`src/rtl/uart_word_tx.sv`:
```
// uart_word_tx
//   Pulls DATA_LEN-bit words from a FIFO with registered read data and sends
//   each word as DATA_LEN/8 back-to-back 8N1 frames, byte 0 first, LSB first.
//
// Ports
//   rd_clk      in   single clock, rising edge
//   reset       in   synchronous, active-high
//   fifo_empty  in   upstream FIFO holds no words
//   fifo_data   in   FIFO read data, valid the cycle after fifo_rd_en
//   fifo_rd_en  out  one-cycle read request per word
//   tx          out  registered serial line, idle high
//   busy        out  high whenever the FSM is not idle
//   word_done   out  pulse in the final cycle of the last stop bit of a word
//
// State     | meaning
// ----------+---------------------------------------------------------
// S_IDLE    | line idle, waiting for a word in the FIFO
// S_FETCH   | fifo_rd_en asserted for one cycle
// S_CAPTURE | FIFO read data arrives; latched into the shift register
// S_START   | start bit (tx=0) of the current byte
// S_DATA    | eight data bits, LSB first
// S_STOP    | stop bit (tx=1); then next byte, next word, or idle

module uart_word_tx #(
  parameter int DATA_LEN     = 16,
  parameter int CLK_FREQ     = 50_000_000,
  parameter int BAUD         = 115200,
  parameter int CLKS_PER_BIT = CLK_FREQ / BAUD
) (
  input  logic                rd_clk,
  input  logic                reset,
  input  logic                fifo_empty,
  input  logic [DATA_LEN-1:0] fifo_data,
  output logic                fifo_rd_en,
  output logic                tx,
  output logic                busy,
  output logic                word_done
);

  localparam int NUM_BYTES = DATA_LEN / 8;
  localparam int BAUD_W    = (CLKS_PER_BIT > 2) ? $clog2(CLKS_PER_BIT) : 1;
  localparam int BYTE_W    = (NUM_BYTES > 1) ? $clog2(NUM_BYTES) : 1;

  localparam logic [BAUD_W-1:0] BAUD_LAST = BAUD_W'(CLKS_PER_BIT - 1);
  localparam logic [BYTE_W-1:0] BYTE_LAST = BYTE_W'(NUM_BYTES - 1);

  generate
    if ((DATA_LEN % 8) != 0 || DATA_LEN < 8) begin : g_bad_data_len
      $error("uart_word_tx: DATA_LEN must be a non-zero multiple of 8");
    end
    if (CLKS_PER_BIT < 2) begin : g_bad_clks_per_bit
      $error("uart_word_tx: CLKS_PER_BIT must be at least 2");
    end
  endgenerate

  typedef enum logic [2:0] {
    S_IDLE,
    S_FETCH,
    S_CAPTURE,
    S_START,
    S_DATA,
    S_STOP
  } state_t;

  state_t                r_state;
  logic [BAUD_W-1:0]     r_baud;
  logic [2:0]            r_bit_idx;
  logic [BYTE_W-1:0]     r_byte_idx;
  logic [DATA_LEN-1:0]   r_shift;
  logic                  r_tx;

  state_t                w_state_next;
  logic [BAUD_W-1:0]     w_baud_next;
  logic [2:0]            w_bit_next;
  logic [BYTE_W-1:0]     w_byte_next;
  logic [DATA_LEN-1:0]   w_shift_next;
  logic                  w_tx_next;
  logic                  w_bit_end;

  always_ff @(posedge rd_clk) begin
    if (reset) begin
      r_state    <= S_IDLE;
      r_baud     <= '0;
      r_bit_idx  <= '0;
      r_byte_idx <= '0;
      r_shift    <= '0;
      r_tx       <= 1'b1;
    end else begin
      r_state    <= w_state_next;
      r_baud     <= w_baud_next;
      r_bit_idx  <= w_bit_next;
      r_byte_idx <= w_byte_next;
      r_shift    <= w_shift_next;
      r_tx       <= w_tx_next;
    end
  end

  always_comb begin
    w_state_next = r_state;
    w_baud_next  = r_baud;
    w_bit_next   = r_bit_idx;
    w_byte_next  = r_byte_idx;
    w_shift_next = r_shift;
    w_bit_end    = (r_baud == BAUD_LAST);
    fifo_rd_en   = 1'b0;
    word_done    = 1'b0;

    case (r_state)
      S_IDLE: begin
        if (!fifo_empty) begin
          w_state_next = S_FETCH;
        end
      end

      // Guarded so a FIFO flushed between IDLE and FETCH never sees a read.
      S_FETCH: begin
        if (fifo_empty) begin
          w_state_next = S_IDLE;
        end else begin
          fifo_rd_en   = 1'b1;
          w_state_next = S_CAPTURE;
        end
      end

      S_CAPTURE: begin
        w_shift_next = fifo_data;
        w_baud_next  = '0;
        w_bit_next   = '0;
        w_byte_next  = '0;
        w_state_next = S_START;
      end

      S_START: begin
        if (w_bit_end) begin
          w_baud_next  = '0;
          w_state_next = S_DATA;
        end else begin
          w_baud_next = r_baud + BAUD_W'(1);
        end
      end

      // The shift register advances one bit per data bit across the whole
      // word, so bit 0 is always the next bit to put on the line.
      S_DATA: begin
        if (w_bit_end) begin
          w_baud_next  = '0;
          w_shift_next = r_shift >> 1;
          if (r_bit_idx == 3'd7) begin
            w_bit_next   = '0;
            w_state_next = S_STOP;
          end else begin
            w_bit_next = r_bit_idx + 3'd1;
          end
        end else begin
          w_baud_next = r_baud + BAUD_W'(1);
        end
      end

      S_STOP: begin
        if (w_bit_end) begin
          w_baud_next = '0;
          if (r_byte_idx == BYTE_LAST) begin
            word_done    = 1'b1;
            w_byte_next  = '0;
            w_state_next = fifo_empty ? S_IDLE : S_FETCH;
          end else begin
            w_byte_next  = r_byte_idx + BYTE_W'(1);
            w_state_next = S_START;
          end
        end else begin
          w_baud_next = r_baud + BAUD_W'(1);
        end
      end

      default: begin
        w_state_next = S_IDLE;
      end
    endcase

    // tx is registered, so its next value follows the next state.
    case (w_state_next)
      S_START: w_tx_next = 1'b0;
      S_DATA:  w_tx_next = w_shift_next[0];
      default: w_tx_next = 1'b1;
    endcase
  end

  assign tx   = r_tx;
  assign busy = (r_state != S_IDLE);

endmodule

```
`config.mk`:
```
export PLATFORM = sky130hd
export DESIGN_NAME = uart_word_tx
export DESIGN_NICKNAME = d
export VERILOG_FILES = /design/src/rtl/uart_word_tx.sv
export SDC_FILE = /design/constraint.sdc
export NUM_CORES = 1
export LEC_CHECK = 0
export ABC_AREA = 1
export CAP_MARGIN = 0
export CORE_UTILIZATION = 40
export CTS_BUF_LIST = sky130_fd_sc_hd__clkbuf_8
export CTS_CLUSTER_DIAMETER = 100
export DETAILED_ROUTE_END_ITERATION = 7
export MAX_ROUTING_LAYER = met4
export PLACE_DENSITY_LB_ADDON = 0.25
export SYNTH_ARGS = -nofsm -noshare
export SYNTH_HDL_FRONTEND = slang
export SYNTH_SLANG_ARGS = --single-unit
```
`constraint.sdc`:
```
create_clock -name rd_clk -period 1.5 [get_ports rd_clk]
set_clock_uncertainty 0.2 [all_clocks]
set_input_delay 0.225 -clock rd_clk [delete_from_list [all_inputs] [get_ports rd_clk]]
set_output_delay 0.225 -clock rd_clk [all_outputs]
set_load 0.005 [all_outputs]
```
Yosys cells after proc, flatten, opt, wreduce, memory -nomap -nowiden --
Index checks and enable logic that the tools add are counted.
Word-level totals: memories kept 0, bits in latches 0, input bits 19, RAM bits 0, bits in read-only memories 0, flip-flop bits (word level) 33, word-level logic and storage cells 54, output and inout bits 4
Operators by class: multipliers 0, bitwise logic cells 0, reductions and logical operators 8, divide/modulo/power cells 0, magnitude comparators 0, equal/unequal tests 11, shift operators 0, muxes and demuxes 25, $add $sub $neg 3
Operator list (count):
- 16-bit case mux with 2 select lines | 1
- 3-bit two-way mux | 7
- 3-bit case mux with 6 select lines | 1
- 9-bit case mux with 2 select lines | 1
- 16-bit two-way mux | 1
- 3-bit equality test (second input constant) | 4
- 9-bit by 1-bit adder with 9-bit output (second input constant) | 1
- 3-bit by 2-bit equality test with 1-bit output (second input constant) | 3
- 9-bit equality test (second input constant) | 1
- 9-bit two-way mux | 1
- 1-bit two-way mux | 8
- 3-bit case mux with 2 select lines | 1
- 2-bit nonzero test | 3
- 2-bit two-way mux | 2
- 2-bit != test (second input constant) | 2
- 1-bit case mux with 2 select lines | 2
- 2-bit AND reduction | 2
- 3-bit by 1-bit adder with 3-bit output (second input constant) | 1
- 3-bit by 1-bit equality test with 1-bit output (second input constant) | 1
- 3-bit zero test | 1
- 3-bit nonzero test | 1
- 3-bit OR reduction | 1
- 1-bit adder (second input constant) | 1

Depth between registers and ports, before layout --
depth after elaboration 6, gate-level depth with buffers 13, depth with buffers taken out 13

Worst setup path after synthesis --
No wires, ideal clock.
kind reg2reg, start point register r_baud[0], end point register r_bit_idx[1], slack -0.135 ns, data arrival time 1.318 ns, library setup time 0.117 ns, data required time 1.183 ns, stages on the path, launching flop included 12, buffers on the path 1, clock period less this slack 1.635 ns, cells stage by stage dfxtp_1 -> ha_1 -> nand2_1 -> nor2_4 -> nand2_4 -> inv_6 -> nand2_4 -> nand2_4 -> inv_4 -> buf_6 -> a21oi_2 -> nor2_1
Between the ends: cells in the longest elaborated chain, start to end 3
Ends and longest elaborated chain:
- start, declared | line 66 | logic [BAUD_W-1:0] r_baud;
- start signal, assigned | line 90 | r_baud <= w_baud_next;
- 9-bit equality test | line 104 | w_bit_end = (r_baud == BAUD_LAST);
- 2-bit != test (no source line)
- 2-bit AND reduction (no source line)
- end signal, assigned | line 91 | r_bit_idx <= w_bit_next;
- end, declared | line 67 | logic [2:0] r_bit_idx;
Every way passes these cells. A chain may end at the register's enable or synchronous reset.

Worst setup path in the final report --
start point register r_baud[1], end point output port word_done
Between the ends: cells in the longest elaborated chain, start to end 3
Ends and longest elaborated chain:
- 9-bit equality test | line 104
- 1-bit two-way mux | line 160 | if (w_bit_end) begin
- 1-bit two-way mux | line 108 | case (r_state)
- end, declared | line 37 | output logic word_done
Every way passes these cells.

==> results.yml <==
power_and_ir_drop:
  power.leakage_uw: 0.00120
  internal-power_uw: 1400
  sequentialPowerShare: 0.486
  p_per_area_nw_per_um2: 688
  sw_frac_of_total: 0.268
  power_frac_comb: 0.185
  peakVddDrop_uv: 619
  clkPwrFrac: 0.329
  report.power.total_uw: 1920
  p_sw_uw: 514
logic_synthesis:
  ys_seq_elements: 33
  synthTopCellsByArea: "dfxtp_1 39%, nand2_1 16%, nand3_1 5.8%, a31oi_1 5.1%, inv_1 4.4%"
  synth_cell_types: 30
  synth-simple-area-share: 0.341
  synthAdderAreaFrac: 0.0292
  synth_xor_area_frac: 0.00511
  synth.largest_area_cell: "dfxtp_1"
  synthesis.area_um2: 1710
  synthMuxAreaShare: 0
  synthCells: 242
  seq_area_frac_synth: 0.386
  synth_top_area_share: 0.386
  syn_area_per_cell_um2: 7.08
  synth_top_family_by_area: "simple AND/OR/NAND/NOR gates"
  yosysWarnings: 0
  syn_nets: 265
  synth_compound_gate_area_share: 0.144
placement:
  dpl_worst_slack_ns: -0.384
  place_inst: 342
  port_buffers: 22
  place_congestion: 0.857
  dp_hpwl_mm: 2.73
run_status:
  violations: "setup timing"
  status: "finished with violations"
floorplanning:
  die_area_um2: 4550
  initial_core_util: 0.422
  die_x_um: 67.4
  die_h_um: 67.4
  ioPinCount: 23
  coreArea_um2: 4060
  num_rows: 23
layout:
  areaGrowthSynthToFinish_pct: 62.7
  nets: 339
  layout_commonest_cell: "nand2_1"
  seq_area_um2: 673
  drive_gt1_frac: 0.435
  multi_input_area_um2: 1150
  diodes: 0
  fill_cells: 327
  utilization: 0.687
  layout_common_cells: "53 x nand2_1, 37 x buf_4, 27 x dfxtp_1, 18 x inv_1, 17 x clkdlybuf4s50_1"
  instances_no_fill: 367
setup_path:
  cp-end-kind: "output port"
  crit_required_ns: 1.07
  path_class: "flip-flop to output port"
  crit_arrival_ns: 1.36
  crit_path_max_fanout: 2
  crit_path_start_kind: "flip-flop"
sta:
  fin_crit_sh: 1.19
  slew_violations: 0
  setup_ws_ns: -0.286
  finalHoldViolCount: 0
  worst_slew_pin_slew_ns: 0.304
  setup_viol: 36
  relSlewSlack: 0.797
  fmax_mhz: 560
  rsz0062_at_grt: "yes"
  finalHoldWorstSlack_ns: 0.146
  fin_crit_ns: 1.79
route:
  vias: 1823
  routed_wl_mm: 4.57
  detail_route.vias_per_cell: 4.97
  dr.pass1.iters: 4
  drtAntennaViolNets: 0
  avgRoutedWirePerCell_um: 12.4
  drc_errors: 0
  drt-initial-drc-count: 116
global_route:
  antenna_found_initial: 0
  grt_pass1_vias: 1587
  grt_pass1_wl_mm: 6.69
  grt-ovfl-total: 0
  grt_max_degree: 19
  track_usage: 0.203
clock_network:
  clkTransAtPathRegs_ns: 0.06
  cts_buffer_depth: 2
  htree_levels: 2
  cts_sinks: 33
  cts_tree: "built"
  root_buffer: "clkbuf_8"
  numCtsBuffers: 5
  clk_latency_ns: 0.29
run:
  cap_violations: 0
hold_path:
  hold_path_class: "input port to flip-flop"
power groups by stage:
stage,registers [µW],logic [µW],clock network [µW]
2_1_floorplan,948,132,0
3_3_place_gp,948,247,0
3_5_place_dp,949,249,0
4_1_cts,929,285,655
5_1_grt,933,387,687
6_report,931,354,631
synth_stat cells, drive strengths merged:
cell type / n
or2: 1
nand3: 20
a22oi: 1
nor3: 1
a31oi: 14
buf: 5
o22ai: 2
xor2: 1
nor4: 1
o21ai: 8
clkbuf: 3
ha: 4
nand2: 79
nor2: 24
a211oi: 3
a21oi: 13
nand4: 1
and3: 1
inv: 27
dfxtp: 33
worst max-delay path, stage by stage (launching register included):
cell,delay [ns]
dfxtp_2,0.32
inv_2,0.07
ha_4,0.13
nand2_4,0.05
nor2_4,0.13
nand2_4,0.08
clkinv_4,0.07
nand2_4,0.04
nor2_1,0.07
buf_2,0.11
metrics by stage:
step	setup TNS (ns)	instance area [µm²]
after floorplan	-1.02	1730
after global placement	-6.27	2230
after detailed placement	-6.86	2230
after CTS	-5.80	2450
after global routing	-7.82	2790
final	-4.75	2790
timing repair:
item / CTS / global route
endpoints found under the setup margin: 36 / 35
setup buffers: 8 / 8
gates cloned: 0 / 2
gates resized for setup: 34 / 74
hold endpoints to repair: 0 / 0
pin swaps: 8 / 24
hold buffers: 0 / 0
logic make-up (layout without fill, tap and decap cells):
kind of cell               count (synthesis)  count (layout)
xor gates and xnor gates                   1               1
buffers and inverters                     35             110
DFF                                       33              33
AOI/OAI and AO/OA                         41              41
and+or+nand+nor                          128             128
adders and majority gates                  4               4
per-layer routing:
layer / global-route usage / part of all wire / up-vias
met5: - / 0 / -
met2: 0.326 / 0.49 / 43
met4: 0.0824 / 0.029 / 0
li1: - / - / 942
met3: 0.0507 / 0.034 / 13
met1: 0.241 / 0.45 / 825
cell type report:
cell class / count / area share
multi-input combinational: 174 / 0.411
sequential: 33 / 0.242
timing repair buffer: 73 / 0.240
inverter: 27 / 0.0471
clock buffer: 5 / 0.0247
tap: 50 / 0.0225
timing repair inverter: 2 / 0.00808
clock inverter: 3 / 0.00494
final timing paths:
check | startpoint | endpoint | slack (ns) | cells after the start
worst max-delay path | r_baud[1]$_SDFFE_PP0P_ | word_done | -0.29 | 9
worst min-delay path | fifo_empty | r_state[1]$_SDFF_PP0_ | 0.15 | 6
worst max register to register | r_baud[1]$_SDFFE_PP0P_ | tx$_SDFF_PP1_ | -0.21 | 13
worst min register to register | r_shift[15]$_SDFFE_PP0P_ | r_shift[15]$_SDFFE_PP0P_ | 0.26 | 2
flip-flops by register name, indices dropped and copies added (netlist names):
name	flops
r_shift	16
tx	1
r_baud	9
r_bit_idx	3
r_byte_idx	1
r_state	3
No activity file was read; power rests on OpenSTA's default activity.
